File: config.mk
export PLATFORM = sky130hd
export DESIGN_NAME = sensor_link_scheduler_flat
export DESIGN_NICKNAME = d
export VERILOG_FILES = /design/src/rtl/sensor_link_pkg.sv /design/src/rtl/sensor_link_scheduler_if.sv /design/src/rtl/sensor_frame_fifo.sv /design/src/rtl/sensor_link_scheduler.sv /design/src/flat_wrapper.sv
export SDC_FILE = /design/constraint.sdc
export NUM_CORES = 1
export LEC_CHECK = 0
export BUFFER_PORTS_ARGS = -buffer_cell sky130_fd_sc_hd__clkbuf_2
export CAP_MARGIN = 20
export CORE_ASPECT_RATIO = 0.8
export CORE_MARGIN = 2
export CORE_UTILIZATION = 45
export CTS_CLUSTER_DIAMETER = 30
export CTS_CLUSTER_SIZE = 30
export DETAILED_ROUTE_END_ITERATION = 7
export HOLD_SLACK_MARGIN = 0.15
export PLACE_DENSITY = 0.61
export SLEW_MARGIN = 20
export SYNTH_ARGS = -nofsm -noshare
export SYNTH_HDL_FRONTEND = slang
export SYNTH_SLANG_ARGS = --single-unit
export TNS_END_PERCENT = 20
File: constraint.sdc
create_clock -name clk -period 8.9 [get_ports clk]
set_input_delay 0.89 -clock clk [delete_from_list [all_inputs] [get_ports clk]]
set_output_delay 0.89 -clock clk [all_outputs]
set_load 0.02 [all_outputs]
File: src/rtl/sensor_link_pkg.sv
// Shared types and widths for the sensor link scheduler: link states,
// the queued frame layout and a saturating counter helper.
package sensor_link_pkg;

  localparam int FRAME_W = 98;
  localparam int CNT_W   = 8;

  typedef enum logic [1:0] {
    INIT  = 2'd0,
    UP    = 2'd1,
    STALE = 2'd2,
    FAULT = 2'd3
  } link_state_t;

  // flags = {gyro_valid, euler_valid}
  typedef struct packed {
    logic [1:0]         flags;
    logic signed [15:0] roll;
    logic signed [15:0] pitch;
    logic signed [15:0] yaw;
    logic signed [15:0] gyro_x;
    logic signed [15:0] gyro_y;
    logic signed [15:0] gyro_z;
  } sensor_frame_t;

  function automatic logic [CNT_W-1:0] sat_inc(input logic [CNT_W-1:0] v);
    return (v == {CNT_W{1'b1}}) ? v : v + 1'b1;
  endfunction

endpackage

File: src/rtl/sensor_link_scheduler_if.sv
// Frame input bundle from the SPI receiver plus the downstream valid/ready
// output stream. master = receiver/consumer side, slave = scheduler.
interface sensor_link_scheduler_if;

  logic                                 frame_stb;
  logic                                 hdr_ok;
  logic                                 euler_valid;
  logic                                 gyro_valid;
  logic signed [15:0]                   roll;
  logic signed [15:0]                   pitch;
  logic signed [15:0]                   yaw;
  logic signed [15:0]                   gyro_x;
  logic signed [15:0]                   gyro_y;
  logic signed [15:0]                   gyro_z;
  logic                                 out_valid;
  logic                                 out_ready;
  logic [sensor_link_pkg::FRAME_W-1:0]  out_frame;

  modport master (
    output frame_stb, hdr_ok, euler_valid, gyro_valid,
    output roll, pitch, yaw, gyro_x, gyro_y, gyro_z,
    output out_ready,
    input  out_valid, out_frame
  );

  modport slave (
    input  frame_stb, hdr_ok, euler_valid, gyro_valid,
    input  roll, pitch, yaw, gyro_x, gyro_y, gyro_z,
    input  out_ready,
    output out_valid, out_frame
  );

endinterface

File: src/rtl/sensor_frame_fifo.sv
// First-word fall-through frame FIFO with flush and drop-oldest on overflow.
// The output holds the last head value while empty.
module sensor_frame_fifo
  import sensor_link_pkg::*;
#(
  parameter int unsigned DEPTH = 4
) (
  input  logic          clk,
  input  logic          rst_n,
  input  logic          push_i,
  input  sensor_frame_t din_i,
  input  logic          pop_i,
  input  logic          flush_i,
  input  logic          overwrite_i,
  output sensor_frame_t dout_o,
  output logic          full_o,
  output logic          empty_o,
  output logic          drop_o
);

  localparam int AW = $clog2(DEPTH);
  localparam int CW = AW + 1;
  localparam logic [CW-1:0] FULL_CNT = CW'(DEPTH);

  sensor_frame_t mem_q [DEPTH];
  sensor_frame_t last_q;
  logic [AW-1:0] wr_q, wr_d, rd_q, rd_d;
  logic [CW-1:0] cnt_q, cnt_d;
  logic          do_pop, do_push, advance_rd;

  assign full_o     = (cnt_q == FULL_CNT);
  assign empty_o    = (cnt_q == '0);
  assign do_pop     = pop_i & ~empty_o & ~flush_i;
  assign drop_o     = ~flush_i & push_i & full_o & ~do_pop & overwrite_i;
  assign do_push    = ~flush_i & push_i & (~full_o | do_pop | overwrite_i);
  // When full the write slot is the head slot, so dropping is just a read advance.
  assign advance_rd = do_pop | drop_o;

  always_comb begin
    wr_d  = wr_q;
    rd_d  = rd_q;
    cnt_d = cnt_q;
    if (flush_i) begin
      wr_d  = '0;
      rd_d  = '0;
      cnt_d = '0;
    end else begin
      if (do_push)    wr_d = wr_q + 1'b1;
      if (advance_rd) rd_d = rd_q + 1'b1;
      if (do_push && !advance_rd)      cnt_d = cnt_q + 1'b1;
      else if (!do_push && advance_rd) cnt_d = cnt_q - 1'b1;
    end
  end

  always_ff @(posedge clk or negedge rst_n) begin
    if (!rst_n) begin
      wr_q   <= '0;
      rd_q   <= '0;
      cnt_q  <= '0;
      last_q <= '0;
    end else begin
      wr_q   <= wr_d;
      rd_q   <= rd_d;
      cnt_q  <= cnt_d;
      last_q <= dout_o;
    end
  end

  always_ff @(posedge clk) begin
    if (do_push) mem_q[wr_q] <= din_i;
  end

  assign dout_o = empty_o ? last_q : mem_q[rd_q];

endmodule

File: src/rtl/sensor_link_scheduler.sv
// Link supervisor between the SPI receiver and motion logic: watchdog,
// bad-header streak, FAULT recovery, statistics and the outbound frame FIFO.
module sensor_link_scheduler
  import sensor_link_pkg::*;
#(
  parameter int unsigned TIMEOUT_CYCLES = 2_400_000,
  parameter int unsigned MAX_BAD        = 4,
  parameter int unsigned RECOVER_FRAMES = 3,
  parameter int unsigned DEPTH          = 4
) (
  input  logic                   clk,
  input  logic                   rst_n,
  sensor_link_scheduler_if.slave link,
  input  logic                   clr_cnt,
  output logic [1:0]             link_state,
  output logic                   link_up,
  output logic [CNT_W-1:0]       drop_cnt,
  output logic [CNT_W-1:0]       err_cnt
);

  localparam int WD_W = (TIMEOUT_CYCLES > 2) ? $clog2(TIMEOUT_CYCLES) : 1;
  localparam int ST_W = $clog2(MAX_BAD + 1);
  localparam int RC_W = $clog2(RECOVER_FRAMES + 1);
  localparam logic [WD_W-1:0] WD_LAST = WD_W'(TIMEOUT_CYCLES - 1);
  localparam logic [ST_W-1:0] ST_MAX  = ST_W'(MAX_BAD);
  localparam logic [ST_W-1:0] ST_LAST = ST_W'(MAX_BAD - 1);
  localparam logic [RC_W-1:0] RC_LAST = RC_W'(RECOVER_FRAMES - 1);

  link_state_t      state_q, state_d;
  logic [WD_W-1:0]  wd_q, wd_d, wd_next;
  logic [ST_W-1:0]  streak_q, streak_d;
  logic [RC_W-1:0]  recover_q, recover_d;
  logic [CNT_W-1:0] drop_q, drop_d, err_q, err_d;
  logic             good, bad, fault_hit, recover_done, enq, flush;
  logic             fifo_empty, fifo_drop, unused_full;
  sensor_frame_t    frame_in, head;

  assign good         = link.frame_stb & link.hdr_ok;
  assign bad          = link.frame_stb & ~link.hdr_ok;
  assign fault_hit    = bad && (state_q != FAULT) && (streak_q >= ST_LAST);
  assign recover_done = good && (state_q == FAULT) && (recover_q == RC_LAST);
  // The frame that completes recovery is the first one allowed through again.
  assign enq          = good && (link.euler_valid || link.gyro_valid)
                        && ((state_q != FAULT) || recover_done);
  assign wd_next      = link.frame_stb ? '0 : ((wd_q == WD_LAST) ? wd_q : wd_q + 1'b1);

  always_comb begin
    state_d   = state_q;
    wd_d      = wd_q;
    streak_d  = streak_q;
    recover_d = recover_q;
    flush     = 1'b0;

    if (good)                           streak_d = '0;
    else if (bad && streak_q != ST_MAX) streak_d = streak_q + 1'b1;

    unique case (state_q)
      INIT: begin
        wd_d = '0;
        if (fault_hit) begin
          state_d = FAULT;
          flush   = 1'b1;
        end else if (good) begin
          state_d = UP;
        end
      end
      UP: begin
        wd_d = wd_next;
        if (fault_hit) begin
          state_d = FAULT;
          flush   = 1'b1;
        end else if (wd_q == WD_LAST) begin
          state_d = STALE;
        end
      end
      STALE: begin
        wd_d = wd_next;
        if (fault_hit) begin
          state_d = FAULT;
          flush   = 1'b1;
        end else if (good) begin
          state_d = UP;
        end
      end
      FAULT: begin
        wd_d = '0;
        if (bad) begin
          recover_d = '0;
        end else if (recover_done) begin
          state_d   = UP;
          recover_d = '0;
        end else if (good) begin
          recover_d = recover_q + 1'b1;
        end
      end
      default: state_d = INIT;
    endcase
  end

  assign err_d  = clr_cnt ? '0 : (bad       ? sat_inc(err_q)  : err_q);
  assign drop_d = clr_cnt ? '0 : (fifo_drop ? sat_inc(drop_q) : drop_q);

  always_ff @(posedge clk or negedge rst_n) begin
    if (!rst_n) begin
      state_q   <= INIT;
      wd_q      <= '0;
      streak_q  <= '0;
      recover_q <= '0;
      drop_q    <= '0;
      err_q     <= '0;
    end else begin
      state_q   <= state_d;
      wd_q      <= wd_d;
      streak_q  <= streak_d;
      recover_q <= recover_d;
      drop_q    <= drop_d;
      err_q     <= err_d;
    end
  end

  assign frame_in = {link.gyro_valid, link.euler_valid, link.roll, link.pitch, link.yaw,
                     link.gyro_x, link.gyro_y, link.gyro_z};

  sensor_frame_fifo #(
    .DEPTH(DEPTH)
  ) u_fifo (
    .clk        (clk),
    .rst_n      (rst_n),
    .push_i     (enq),
    .din_i      (frame_in),
    .pop_i      (link.out_ready),
    .flush_i    (flush),
    .overwrite_i(1'b1),
    .dout_o     (head),
    .full_o     (unused_full),
    .empty_o    (fifo_empty),
    .drop_o     (fifo_drop)
  );

  assign link.out_valid = ~fifo_empty;
  assign link.out_frame = head;
  assign link_state     = state_q;
  assign link_up        = (state_q == UP);
  assign drop_cnt       = drop_q;
  assign err_cnt        = err_q;

endmodule

File: src/flat_wrapper.sv
// flat-port wrapper written by rule: the top's interface ports become plain ports
module sensor_link_scheduler_flat import sensor_link_pkg::*;
#(
  parameter int unsigned TIMEOUT_CYCLES = 2_400_000,
  parameter int unsigned MAX_BAD        = 4,
  parameter int unsigned RECOVER_FRAMES = 3,
  parameter int unsigned DEPTH          = 4
)
  (clk, rst_n, clr_cnt, link_state, link_up, drop_cnt, err_cnt, link_frame_stb, link_hdr_ok, link_euler_valid, link_gyro_valid, link_roll, link_pitch, link_yaw, link_gyro_x, link_gyro_y, link_gyro_z, link_out_ready, link_out_valid, link_out_frame);
  sensor_link_scheduler_if link_i ();
  input  logic clk;
  input  logic rst_n;
  input  logic clr_cnt;
  output logic [1:0] link_state;
  output logic link_up;
  output logic [CNT_W-1:0] drop_cnt;
  output logic [CNT_W-1:0] err_cnt;
  input wire logic [$bits(link_i.frame_stb)-1:0] link_frame_stb;
  input wire logic [$bits(link_i.hdr_ok)-1:0] link_hdr_ok;
  input wire logic [$bits(link_i.euler_valid)-1:0] link_euler_valid;
  input wire logic [$bits(link_i.gyro_valid)-1:0] link_gyro_valid;
  input wire logic [$bits(link_i.roll)-1:0] link_roll;
  input wire logic [$bits(link_i.pitch)-1:0] link_pitch;
  input wire logic [$bits(link_i.yaw)-1:0] link_yaw;
  input wire logic [$bits(link_i.gyro_x)-1:0] link_gyro_x;
  input wire logic [$bits(link_i.gyro_y)-1:0] link_gyro_y;
  input wire logic [$bits(link_i.gyro_z)-1:0] link_gyro_z;
  input wire logic [$bits(link_i.out_ready)-1:0] link_out_ready;
  output wire logic [$bits(link_i.out_valid)-1:0] link_out_valid;
  output wire logic [$bits(link_i.out_frame)-1:0] link_out_frame;
  assign link_i.frame_stb = link_frame_stb;
  assign link_i.hdr_ok = link_hdr_ok;
  assign link_i.euler_valid = link_euler_valid;
  assign link_i.gyro_valid = link_gyro_valid;
  assign link_i.roll = link_roll;
  assign link_i.pitch = link_pitch;
  assign link_i.yaw = link_yaw;
  assign link_i.gyro_x = link_gyro_x;
  assign link_i.gyro_y = link_gyro_y;
  assign link_i.gyro_z = link_gyro_z;
  assign link_i.out_ready = link_out_ready;
  assign link_out_valid = link_i.out_valid;
  assign link_out_frame = link_i.out_frame;
  sensor_link_scheduler #(.TIMEOUT_CYCLES(TIMEOUT_CYCLES), .MAX_BAD(MAX_BAD), .RECOVER_FRAMES(RECOVER_FRAMES), .DEPTH(DEPTH)) u_core (.clk(clk), .rst_n(rst_n), .link(link_i), .clr_cnt(clr_cnt), .link_state(link_state), .link_up(link_up), .drop_cnt(drop_cnt), .err_cnt(err_cnt));
endmodule
== Word-level counts from Yosys, hierarchy flattened ==
Memories as Yosys holds them, arrays and structs flattened.
Index checks and enable logic that the tools add are counted.
Word-level totals
  memories kept: 1
  RAM bits: 392
  word-level logic and storage cells: 119
  input bits: 104
  output and inout bits: 118
  bits in registers: 150
Memories
  u_core.u_fifo.mem_q: depth 4, width 98, read ports 1, clocked after memory_dff 0, write ports 1, line sensor_frame_fifo.sv:25  | sensor_frame_t mem_q [DEPTH];
Cells by class
  bitwise operators: 12
  multiplexer cells: 33
  $lt $le $gt $ge: 1
  reductions and logical operators: 30
  equality and inequality tests: 17
  $add $sub $neg: 9
Operators with widths (number)
  $mux 98: 1
  $mux 8: 6
  $mux 22: 2
  $pmux 22 s2: 1
  $mux 2: 13
  $add 22x1->22 const B: 1
  $eq 22x22->1 const B: 1
  $add 8x1->8 const B: 2
  $eq 8x8->1 const B: 2
  $mux 3: 5
  $reduce_bool 2->1: 5
  $logic_and 1x1->1: 9
  $ne 2x2->1 const B: 4
  $and 1x1->1: 7
  $add 2x1->2 const B: 3
  $add 3x1->3 const B: 2
  $eq 2x2->1 const B: 3
  $ne 3x1->1 const B: 2
  $ne 3x3->1 const B: 2
  $pmux 2 s3: 1
  $reduce_and 2->1: 3
  $reduce_bool 3->1: 2
  $reduce_or 2->1: 3
  $mux 1: 4
  13 further kinds: 18

== Logic depth before layout (Yosys ltp) ==
Gate-level depths: netlist of the first run.
  depth after elaboration: 15
  depth in mapped cells: 10
  depth with buffers taken out: 10

== By module ==
A second synthesis of the first run with hierarchy kept.
Second synthesis, totals
  cell total of the unflattened synthesis: 1058
  area total of the unflattened synthesis: 20917.6 µm²
By module, submodules not included
  sensor_frame_fifo: times used 1, cells each 788, seq. area each 14398.8 µm², area each 18375.1 µm²
  sensor_link_scheduler: times used 1, cells each 270, seq. area each 1126.1 µm², area each 2542.4 µm²

== Worst setup path after synthesis of the first run ==
Ideal clock, no wire load.
  path kind: in2reg
  start: in link_gyro_valid
  end: mem u_core.u_fifo.mem_q[0][0] (netlist name), enable pin
  arrival: 3758 ps
  cell stages on the path: 3
  path buffers: 0
  required time: 8432 ps
  path slack: 4675 ps
  path through: o211ai_1 a21oi_1 and2_1
Between the ends
  longest elaborated chain between the ends: 6
Ends and longest elaborated chain
  start, declared: line flat_wrapper.sv:21  | input wire logic [$bits(link_i.gyro_valid)-1:0] link_gyro_valid;
  $logic_or 1x1->1: line sensor_link_scheduler.sv:43  | assign enq = good && (link.euler_valid || link.gyro_valid)
  $logic_and 1x1->1: line sensor_link_scheduler.sv:43
  $logic_and 1x1->1: line sensor_link_scheduler.sv:44  | && ((state_q != FAULT) || recover_done);
  $and 1x1->1: line sensor_frame_fifo.sv:35  | assign do_push = ~flush_i & push_i & (~full_o | do_pop | overwrite_i);
  $mux 1: line sensor_frame_fifo.sv:70  | if (do_push) mem_q[wr_q] <= din_i;
  $mux 1 (not written as such): line sensor_frame_fifo.sv:70
  end, declared: line sensor_frame_fifo.sv:25
No other way between the ends.

== Worst setup path after layout of the first run ==
  start: reg u_core.u_fifo.rd_q[1]
  end: out link_out_frame[7]
Between the ends
  longest elaborated chain between the ends: 2
Ends and longest elaborated chain
  start, declared: line sensor_frame_fifo.sv:27  | logic [AW-1:0] wr_q, wr_d, rd_q, rd_d;
  start signal, assigned: line sensor_frame_fifo.sv:63  | rd_q <= rd_d;
  $mem_v2 4x98
  $mux 98: line sensor_frame_fifo.sv:73  | assign dout_o = empty_o ? last_q : mem_q[rd_q];
  end, declared: line flat_wrapper.sv:30  | output wire logic [$bits(link_i.out_frame)-1:0] link_out_frame;
No other way between the ends.

==> flow_metrics.tcl, run 1 <==
set metrics [dict create \
    multiInputGateArea_um2 4850 \
    grt_pass1_wl_um 65600 \
    hpwl_um 23100 \
    holdCritPathClass "in2async" \
    relSlewSlack 0.403 \
    routed_wl_um 41700 \
    syn_nets 1132 \
    register_area_um2 15500 \
    clk_path_buf_depth 3 \
    utilization 0.571 \
    die-area_um2 47500 \
    post-route-min-period_ns 4.21 \
    gp_congestion 0.725 \
    grt_usage 0.182 \
    rsz0062_at_grt "no" \
    peakVddDrop_uv 304 \
    fmax_mhz 238 \
    clock_latency_ns 0.66 \
    synthMostInstantiatedCell "edfxtp_1" \
    ys_types 51 \
    antenna_found_initial 5 \
    preCtsSetupSlack_ns 4.93 \
    io_pins 222 \
    powerDensity_nw_per_um2 375 \
    clock-root-buffer "clkbuf_16" \
    hold_slack_ns 0.235 \
    post_cts_resized 0 \
    avgRoutedWirePerCell_um 20.8 \
    worst_pin_slew_ns 0.895 \
    cts_buffers 99 \
    dr_total_vias 10353 \
    synth.area.top_cells "edfxtp_1 (57%), dfrtp_1 (18%), mux4_2 (11%)" \
    syn_to_final_growth_pct 26.2 \
    ys_seq_area_frac 0.754 \
    path_clk_slew_ns 0.05 \
    grt_pass1_vias 11247 \
    setup_viol 0 \
    initial_utilization 0.453 \
    end_kind "output port" \
    yosysTopAreaCellShare 0.572 \
    n_fill_cell 3418 \
    path_class "reg2out" \
    dpl-instance-area_um2 22400 \
    finalHoldViolations 0 \
    grt_max_degree 59 \
    core_um2 45500 \
    critical_path.startpoint_type "register" \
    arrival_ns 3.32 \
    die_w_um 243 \
    num_rows 70 \
    avgSynthCellArea_um2 20.4 \
    yosys_warnings 0 \
    drcViolationCount 0 \
    holdBufCountCts 0 \
    min_period_over_period 0.473 \
    ys_top_cells_by_count "edfxtp_1 (392), dfrtp_1 (150), mux2_2 (100)" \
    power_leakage_nw 9.67 \
    drt_first_pass_iters 6 \
    num-nets-final 1424 \
    postCtsSetupBuffers 0 \
    async_reset_ff_frac 0.277 \
    drive_gt1_frac 0.446 \
    syn_inst 1011 \
    synth_area_um2 20600 \
    fin_ws_ns 4.69 \
    drtIter0Drc 532 \
    synth_ff_type "edfxtp_1" \
    gr-total-overflow 0 \
    final_max_slew_viol_count 0 \
    fin_setup_tns_ns 0 \
    maxCapViolCount 0 \
    htreeDepth 3 \
    cts.sinks 542 \
    synth-edff-count 392 \
    fp.dieH_um 195 \
    port_buffers 221 \
    design_area_um2 26000 \
    synth_top_cell_by_area "edfxtp_1" \
    cts_tree "yes" \
    cp.required_ns 8.01 \
    vias_per_cell 5.17 \
    ant_nets 0 \
    cp_max_fo 51 \
    status "complete, no violations" \
    ys_ff_latch 542 \
    fin_skew_ns 0.0430 \
]
[sequential cells by signal (all words and copies together) (netlist names)]
name and flops:
u_core.streak_q 3, u_core.u_fifo.last_q 98, u_core.u_fifo.rd_q 2, u_core.recover_q 2
u_core.u_fifo.wr_q 2, u_core.err_cnt 8, u_core.u_fifo.cnt_q 3, u_core.wd_q 22
u_core.u_fifo.mem_q 392, u_core.drop_cnt 8, u_core.link_state 2
[placed cells by master (no fill, tap or decap), types with 6 or more instances in the layout]
cell type     n
nand3_1      11
buf_4         9
xor2_1       18
xnor2_1      10
clkinv_2     10
edfxtp_1    392
clkinv_16     6
clkinvlp_4   10
clkbuf_16    99
ha_1         16
nand2_1      13
inv_1        14
mux2_2      100
clkinv_4     13
bufinv_16    12
and3_1        6
nor2_1       43
nor3_1        7
clkbuf_2    220
mux4_2       98
nor2b_1       6
o21ai_0      15
inv_6        13
dfrtp_1     148
nand4_1      10
clkbuf_1     12
a21oi_1       7
[through the flow]
| stage | std cells | total power (W) |
|---|---|---|
| floorplan | 1011 | 0.00514 |
| global placement | 1814 | 0.00594 |
| detailed placement | 1814 | 0.00597 |
| CTS | 2002 | 0.00988 |
| global route | 2002 | 0.0102 |
| finish | 2004 | 0.00974 |
[layout make-up]
type                       count  area share
antenna                        2    0.000193
clock buffer                 116      0.0998
clock inverter                72      0.0374
inverter                      14     0.00202
multi-input combinational    414       0.187
sequential                   542       0.598
tap                          612      0.0295
timing repair buffer         232      0.0463
[worst max-delay path: stages, from the launching register on]
cell and delay, ns:
dfrtp_4 0.93, buf_4 0.78, mux4_2 0.42, mux2_2 0.30, clkbuf_2 0.17
[kinds of logic after synthesis]
family	Yosys count	share of synthesized area
AO/OA/AOI/OAI	41	0.0139
XOR/XNOR	28	0.0119
adder cells (fa/ha/maj)	17	0.0107
buffers and inverters	55	0.0109
flip-flops	542	0.754
multiplexers	204	0.165
AND/OR/NAND/NOR	124	0.0330
[report_power, final]
group	switching (W)	internal [W]	total [W]
Combinational	0.00149	0.00109	0.00258
Clock	0.00138	0.00250	0.00387
Sequential	0.000162	0.00312	0.00329
[per-layer routing]
metal / up-vias / GRT usage / part of all wire
li1: 4642 / - / -
met3: 84 / 0.0649 / 0.065
met1: 5390 / 0.244 / 0.45
met4: 8 / 0.0577 / 0.021
met5: - / 0 / 0.0012
met2: 229 / 0.279 / 0.47
[path summary, 6_finish.rpt]
| check | from | end | slack [ns] | cells past startpoint |
|---|---|---|---|---|
| max | u_core.u_fifo.rd_q[1]$_DFFE_PN0P_ | link_out_frame[7] | 4.69 | 4 |
| min | rst_n | u_core.err_cnt[1]$_DFFE_PN0P_ | 0.24 | 1 |
| max reg2reg | u_core.link_state[0]$_DFFE_PN0P_ | u_core.u_fifo.mem_q[3][67]$_DFFE_PP_ | 5.46 | 4 |
| min reg2reg | u_core.u_fifo.last_q[86]$_DFF_PN0_ | u_core.u_fifo.last_q[86]$_DFF_PN0_ | 0.49 | 1 |
| max in group asynchronous | rst_n | u_core.u_fifo.last_q[26]$_DFF_PN0_ | 7.36 | 2 |
| min in group clk | link_yaw[6] | u_core.u_fifo.mem_q[1][54]$_DFFE_PP_ | 0.45 | 1 |
Note: power is estimated with default switching activity, not from simulation.
==> run 2: changes to the inputs <==
==> constraint.sdc (replaced) <==
create_clock -name clk -period 4.25 [get_ports clk]
set_input_delay 0.425 -clock clk [delete_from_list [all_inputs] [get_ports clk]]
set_output_delay 0.425 -clock clk [all_outputs]
set_load 0.02 [all_outputs]
==> run 2 against run 1 <==
Highest routed layer unchanged; wire length is 1.7% higher; die area stayed put; power is 110% higher; first-iteration DRC count is 15% higher; combinational power is 110% higher; register-to-register slack worse by 4.0 ns; critical path type unchanged; utilization is 2.7 points higher; largest power group unchanged; sequential share of layout area is 2.7 points lower; critical endpoint is now link_out_frame[37]; final cell count is 5.3% higher.
==> flow_metrics.tcl, run 2 (synthesis results as in run 1) <==
set metrics [dict create \
    layout_common_cells "edfxtp_1 (392), clkbuf_2 (220), dfrtp_1 (148)" \
    die-area_um2 47500 \
    clock_latency_ns 0.64 \
    layout_commonest_cell "edfxtp_1" \
    post_cts_resized 0 \
    r2r_slack_ns 1.46 \
    cts.sinks 542 \
    core_um2 45500 \
    routed_wl_um 42400 \
    regMostFlops "u_core.u_fifo.mem_q" \
    gp_congestion 0.756 \
    grt_usage 0.185 \
    cts_tree "yes" \
    arrival_ns 2.94 \
    grt_max_degree 101 \
    path_class "reg2out" \
    cp.required_ns 3.83 \
    postCtsSetupBuffers 0 \
    drcViolationCount 0 \
    worst_pin_slew_ns 0.898 \
    syn_to_final_growth_pct 32.1 \
    vias_per_cell 5.12 \
    power_leakage_nw 10.2 \
    num-nets-final 1531 \
    maxCapViolCount 0 \
    drtIter0Drc 612 \
    status "complete, no violations" \
    antenna_found_initial 1 \
    initial_utilization 0.453 \
    drive_gt1_frac 0.420 \
    num_rows 70 \
    grt_pass1_wl_um 67200 \
    gr-total-overflow 0 \
    path_clk_slew_ns 0.04 \
    hpwl_um 23700 \
    largestRegisters "u_core.u_fifo.mem_q x392, u_core.u_fifo.last_q x98, u_core.wd_q x22" \
    critical_path.startpoint_type "register" \
    powerDensity_nw_per_um2 760 \
    holdBufCountCts 99 \
    rsz0062_at_grt "no" \
    final_max_slew_viol_count 0 \
    fp.dieH_um 195 \
    clock-root-buffer "clkbuf_16" \
    fmax_mhz 297 \
    io_pins 222 \
    cts_buffers 101 \
    htreeDepth 3 \
    die_w_um 243 \
    avgRoutedWirePerCell_um 20.1 \
    drt_first_pass_iters 5 \
    end_kind "output port" \
    post-route-min-period_ns 3.37 \
    min_period_over_period 0.793 \
    relSlewSlack 0.401 \
    dpl-instance-area_um2 22600 \
    design_area_um2 27200 \
    n_fill_cell 3385 \
    setup_viol 0 \
    clk_path_buf_depth 3 \
    fin_skew_ns 0.0348 \
    cp_max_fo 32 \
    dr_total_vias 10802 \
    fin_setup_tns_ns 0 \
    holdCritPathClass "in2reg" \
    largest_reg_flops 392 \
    peakVddDrop_uv 439 \
    grt_pass1_vias 11659 \
    finalHoldViolations 0 \
    port_buffers 221 \
    antenna_cells 0 \
    ant_nets 0 \
]
run 2: changes by cell type in the layout (fill, tap and decap cells not counted), moves of 2 or more:
cell,delta
buf_12,+12
buf_4,-4
buf_6,-2
bufinv_16,+2
clkbuf_16,+2
clkbuf_8,+3
clkinv_16,-3
clkinv_2,+6
clkinv_4,-7
clkinv_8,+3
diode_2,-2
dlygate4sd3_1,+99
run 2: path summary, 6_finish.rpt:
path | from | to | cells past startpoint
min in group asynchronous | rst_n | u_core.err_cnt[6]$_DFFE_PN0P_ | 2
max in group asynchronous | rst_n | u_core.u_fifo.last_q[14]$_DFF_PN0_ | 3
hold / removal | link_frame_stb | u_core.streak_q[2]$_DFFE_PN0P_ | 4
setup reg to reg | u_core.streak_q[0]$_DFFE_PN0P_ | u_core.u_fifo.cnt_q[2]$_DFFE_PN0P_ | 10
setup / recovery | u_core.u_fifo.rd_q[0]$_DFFE_PN0P_ | link_out_frame[37] | 4
hold reg to reg | u_core.u_fifo.last_q[34]$_DFF_PN0_ | u_core.u_fifo.last_q[34]$_DFF_PN0_ | 1
run 2: worst max-delay path: stages, from the launching register on:
cell	delay (ns)
dfrtp_4	0.80
buf_12	0.36
mux4_2	0.64
mux2_2	0.32
clkbuf_2	0.16
run 2: final cells by class:
cell class                 instances  area [um2]  area share
clock inverter                    71         938      0.0345
tap                              612         766      0.0282
timing repair buffer             337        2380      0.0876
inverter                          14        52.6     0.00193
multi-input combinational        414        4850       0.178
clock buffer                     120        2680      0.0985
sequential                       542       15500       0.571
run 2: routing by layer:
metal / wire, um / global-route usage
met5: 13 / 0
met4: 650 / 0.0545
met3: 2400 / 0.0553
met2: 20200 / 0.286
met1: 19200 / 0.256
run 2: where the power goes:
group / internal (W) / switching, W / leakage, nW
Sequential: 0.00654 / 0.000398 / 5.38
Combinational: 0.00241 / 0.00309 / 3.07
Clock: 0.00544 / 0.00280 / 1.75
run 2: per-stage QoR:
step           utilization  std cells  worst slack (ns)  hold WS [ns]  power [W]
3_3_place_gp         0.497       1820              1.44         0.480     0.0125
5_1_grt              0.598       2110             0.704         0.238     0.0216
2_1_floorplan            -       1011             0.142         0.129     0.0108
4_1_cts              0.598       2110             0.767         0.196     0.0210
6_report             0.598       2110             0.882         0.231     0.0207
3_5_place_dp         0.497       1820              1.39         0.485     0.0126
==> run 3: changes to the inputs <==
--- a/config.mk
+++ b/config.mk
@@ -14,7 +14,7 @@
 export CTS_CLUSTER_SIZE = 30
 export DETAILED_ROUTE_END_ITERATION = 7
 export HOLD_SLACK_MARGIN = 0.15
-export PLACE_DENSITY = 0.61
+export PLACE_DENSITY = 0.63
 export SLEW_MARGIN = 20
 export SYNTH_ARGS = -nofsm -noshare
 export SYNTH_HDL_FRONTEND = slang
==> constraint.sdc (replaced) <==
create_clock -name clk -period 2.8 [get_ports clk]
set_input_delay 0.28 -clock clk [delete_from_list [all_inputs] [get_ports clk]]
set_output_delay 0.28 -clock clk [all_outputs]
set_load 0.02 [all_outputs]
==> run 3 against run 2 <==
Register-to-register slack got worse by 1.3 ns; combinational power up 66%; sequential power rose by 48%; hold slack worse by 0.048 ns; worst setup slack worse by 0.78 ns; power grew 55%; sequential share of layout area shrank 1.1 points; critical path depth up 1; first-iteration DRC count down 7.7%; wire length up 2.4%; clock-buffer cell count grew 5; largest cell class unchanged; largest power group unchanged; highest routed layer unchanged.
==> flow_metrics.tcl, run 3 (synthesis results as in run 1) <==
set metrics [dict create \
    status "complete, no violations" \
    drt_first_pass_iters 5 \
    ant_nets 0 \
    fin_setup_tns_ns 0 \
    cts.sinks 542 \
    cts_buffers 101 \
    final_max_slew_viol_count 0 \
    critical_path.startpoint_type "register" \
    r2r_slack_ns 0.14 \
    clock-root-buffer "clkbuf_16" \
    syn_to_final_growth_pct 34.6 \
    utilization 0.610 \
    dp_cells 1839 \
    dpl-instance-area_um2 22900 \
    clock_latency_ns 0.63 \
    largest_reg_flops 392 \
    cp_max_fo 17 \
    grt_pass1_vias 11873 \
    routed_wl_um 43400 \
    grt_usage 0.189 \
    critPathTopFamily "multiplexers" \
    switchingPower_w 0.00959 \
    drcViolationCount 0 \
    path_clk_slew_ns 0.06 \
    core_um2 45500 \
    layout_commonest_cell "edfxtp_1" \
    gr-total-overflow 0 \
    internal_power_w 0.0224 \
    clk_path_buf_depth 3 \
    io_pins 222 \
    vias_per_cell 5.09 \
    power_leakage_nw 10.4 \
    antenna_found_initial 4 \
    powerDensity_nw_per_um2 1150 \
    peakVddDrop_uv 876 \
    layout_common_cells "edfxtp_1 (392), clkbuf_2 (213), dfrtp_1 (148)" \
    num-nets-final 1565 \
    setup_viol 0 \
    cp_slowest_stage_delay_ns 0.52 \
    gp_congestion 0.747 \
    fin_skew_ns 0.0249 \
    fp.dieH_um 195 \
    combPwrFrac 0.287 \
    grt_max_degree 64 \
    num_rows 70 \
    worst_pin_slew_ns 0.742 \
    hpwl_um 25500 \
    grt_pass1_wl_um 68500 \
    finalHoldViolations 0 \
    arrival_ns 2.42 \
    regMostFlops "u_core.u_fifo.mem_q" \
    drtIter0Drc 565 \
    holdCritPathClass "in2async" \
    dr_total_vias 10942 \
    n_fill_cell 3264 \
    end_kind "output port" \
    post-route-min-period_ns 2.70 \
    switching_share 0.300 \
    port_buffers 221 \
    path_buf_inv 3 \
    cp.required_ns 2.52 \
    instances_no_fill 2148 \
    die_w_um 243 \
    path_class "reg2out" \
    design_area_um2 27700 \
    htreeDepth 3 \
    maxCapViolCount 0 \
    relSlewSlack 0.506 \
    largestRegisters "u_core.u_fifo.mem_q x392, u_core.u_fifo.last_q x98, u_core.wd_q x22" \
    initial_utilization 0.453 \
    avgRoutedWirePerCell_um 20.2 \
    worst_path_max_delay_cell "mux4_2" \
    hold_slack_ns 0.183 \
    cts_tree "yes" \
    p_seq_frac 0.322 \
    fmax_mhz 370 \
    drive_gt1_frac 0.427 \
    pwr-share-clk 0.391 \
    min_period_over_period 0.965 \
    die-area_um2 47500 \
    crit_chain "buf_12 > buf_16 > mux4_2 > mux2_2 > buf_4" \
    rsz0062_at_grt "yes" \
]
==> run 3: changes by cell type in the layout (fill, tap and decap cells not counted), moves of 3 or more <==
cell           before  now
buf_12             12   26
clkbuf_2          220  213
buf_4               5   17
inv_8               3    0
dlygate4sd3_1      99  105
clkbuf_1           11   17
buf_2               0    4
diode_2             0    3
buf_16              0    3
==> run 3: final cells by class <==
cell class,count,area (um2),area share
well taps,612,766,0.0276
clock inverters,67,890,0.0321
clock buffers,125,2700,0.0974
multi-input cells,414,4860,0.175
flip-flops and latches,542,15500,0.561
inverters,14,52.6,0.00190
diodes,3,7.51,0.000271
repair buffers,371,2910,0.105
==> run 3: worst paths after layout <==
path / from / end / cells past startpoint
max: u_core.u_fifo.rd_q[0]$_DFFE_PN0P_ / link_out_frame[87] / 5
min: rst_n / u_core.u_fifo.last_q[12]$_DFF_PN0_ / 2
max reg2reg: u_core.streak_q[0]$_DFFE_PN0P_ / u_core.u_fifo.cnt_q[2]$_DFFE_PN0P_ / 11
min reg2reg: u_core.u_fifo.last_q[16]$_DFF_PN0_ / u_core.u_fifo.last_q[16]$_DFF_PN0_ / 1
max in group asynchronous: rst_n / u_core.u_fifo.last_q[31]$_DFF_PN0_ / 3
min in group clk: link_gyro_x[6] / u_core.u_fifo.mem_q[3][38]$_DFFE_PP_ / 2
==> run 3: worst reg2reg max path, stage by stage (launching register included) <==
cell and delay (ns):
dfrtp_1 0.42, ha_1 0.23, ha_1 0.22, a211oi_2 0.17, buf_4 0.16, o311a_4 0.19, nor2_1 0.05, ha_2 0.20
fa_1 0.38, xnor2_1 0.14, or3_1 0.31, a21oi_1 0.15
==> run 3: per-layer routing <==
layer	track usage	vias to the layer above	share of wire
li1	-	4939	-
met1	0.256	5662	0.45
met2	0.295	273	0.47
met3	0.0588	66	0.059
met4	0.0579	2	0.019
met5	0	-	0.00025
==> run 3: per-stage QoR <==
step	power (W)	worst slack (ns)
2_1_floorplan	0.0163	-0.244
3_3_place_gp	0.0192	0.138
3_5_place_dp	0.0193	0.0951
4_1_cts	0.0322	0.00292
5_1_grt	0.0334	-0.0147
6_report	0.0320	0.0970
==> run 3: power by group through the flow <==
| stage | Clock (W) | Sequential [W] | Combinational (W) |
|---|---|---|---|
| floorplan | 0 | 0.0103 | 0.00599 |
| global placement | 0 | 0.0106 | 0.00867 |
| detailed placement | 0 | 0.0106 | 0.00872 |
| CTS | 0.0127 | 0.0104 | 0.00914 |
| global route | 0.0132 | 0.0104 | 0.00984 |
| finish | 0.0125 | 0.0103 | 0.00917 |
==> run 3: timing repair <==
action | 4_1_cts | 5_1_grt
gates resized for setup | 1 | 16
pin swaps | 0 | 0
endpoints found under the setup margin | 89 | 46
setup buffers | 3 | 6
hold endpoints to repair | 564 | 0
hold buffers | 105 | 0
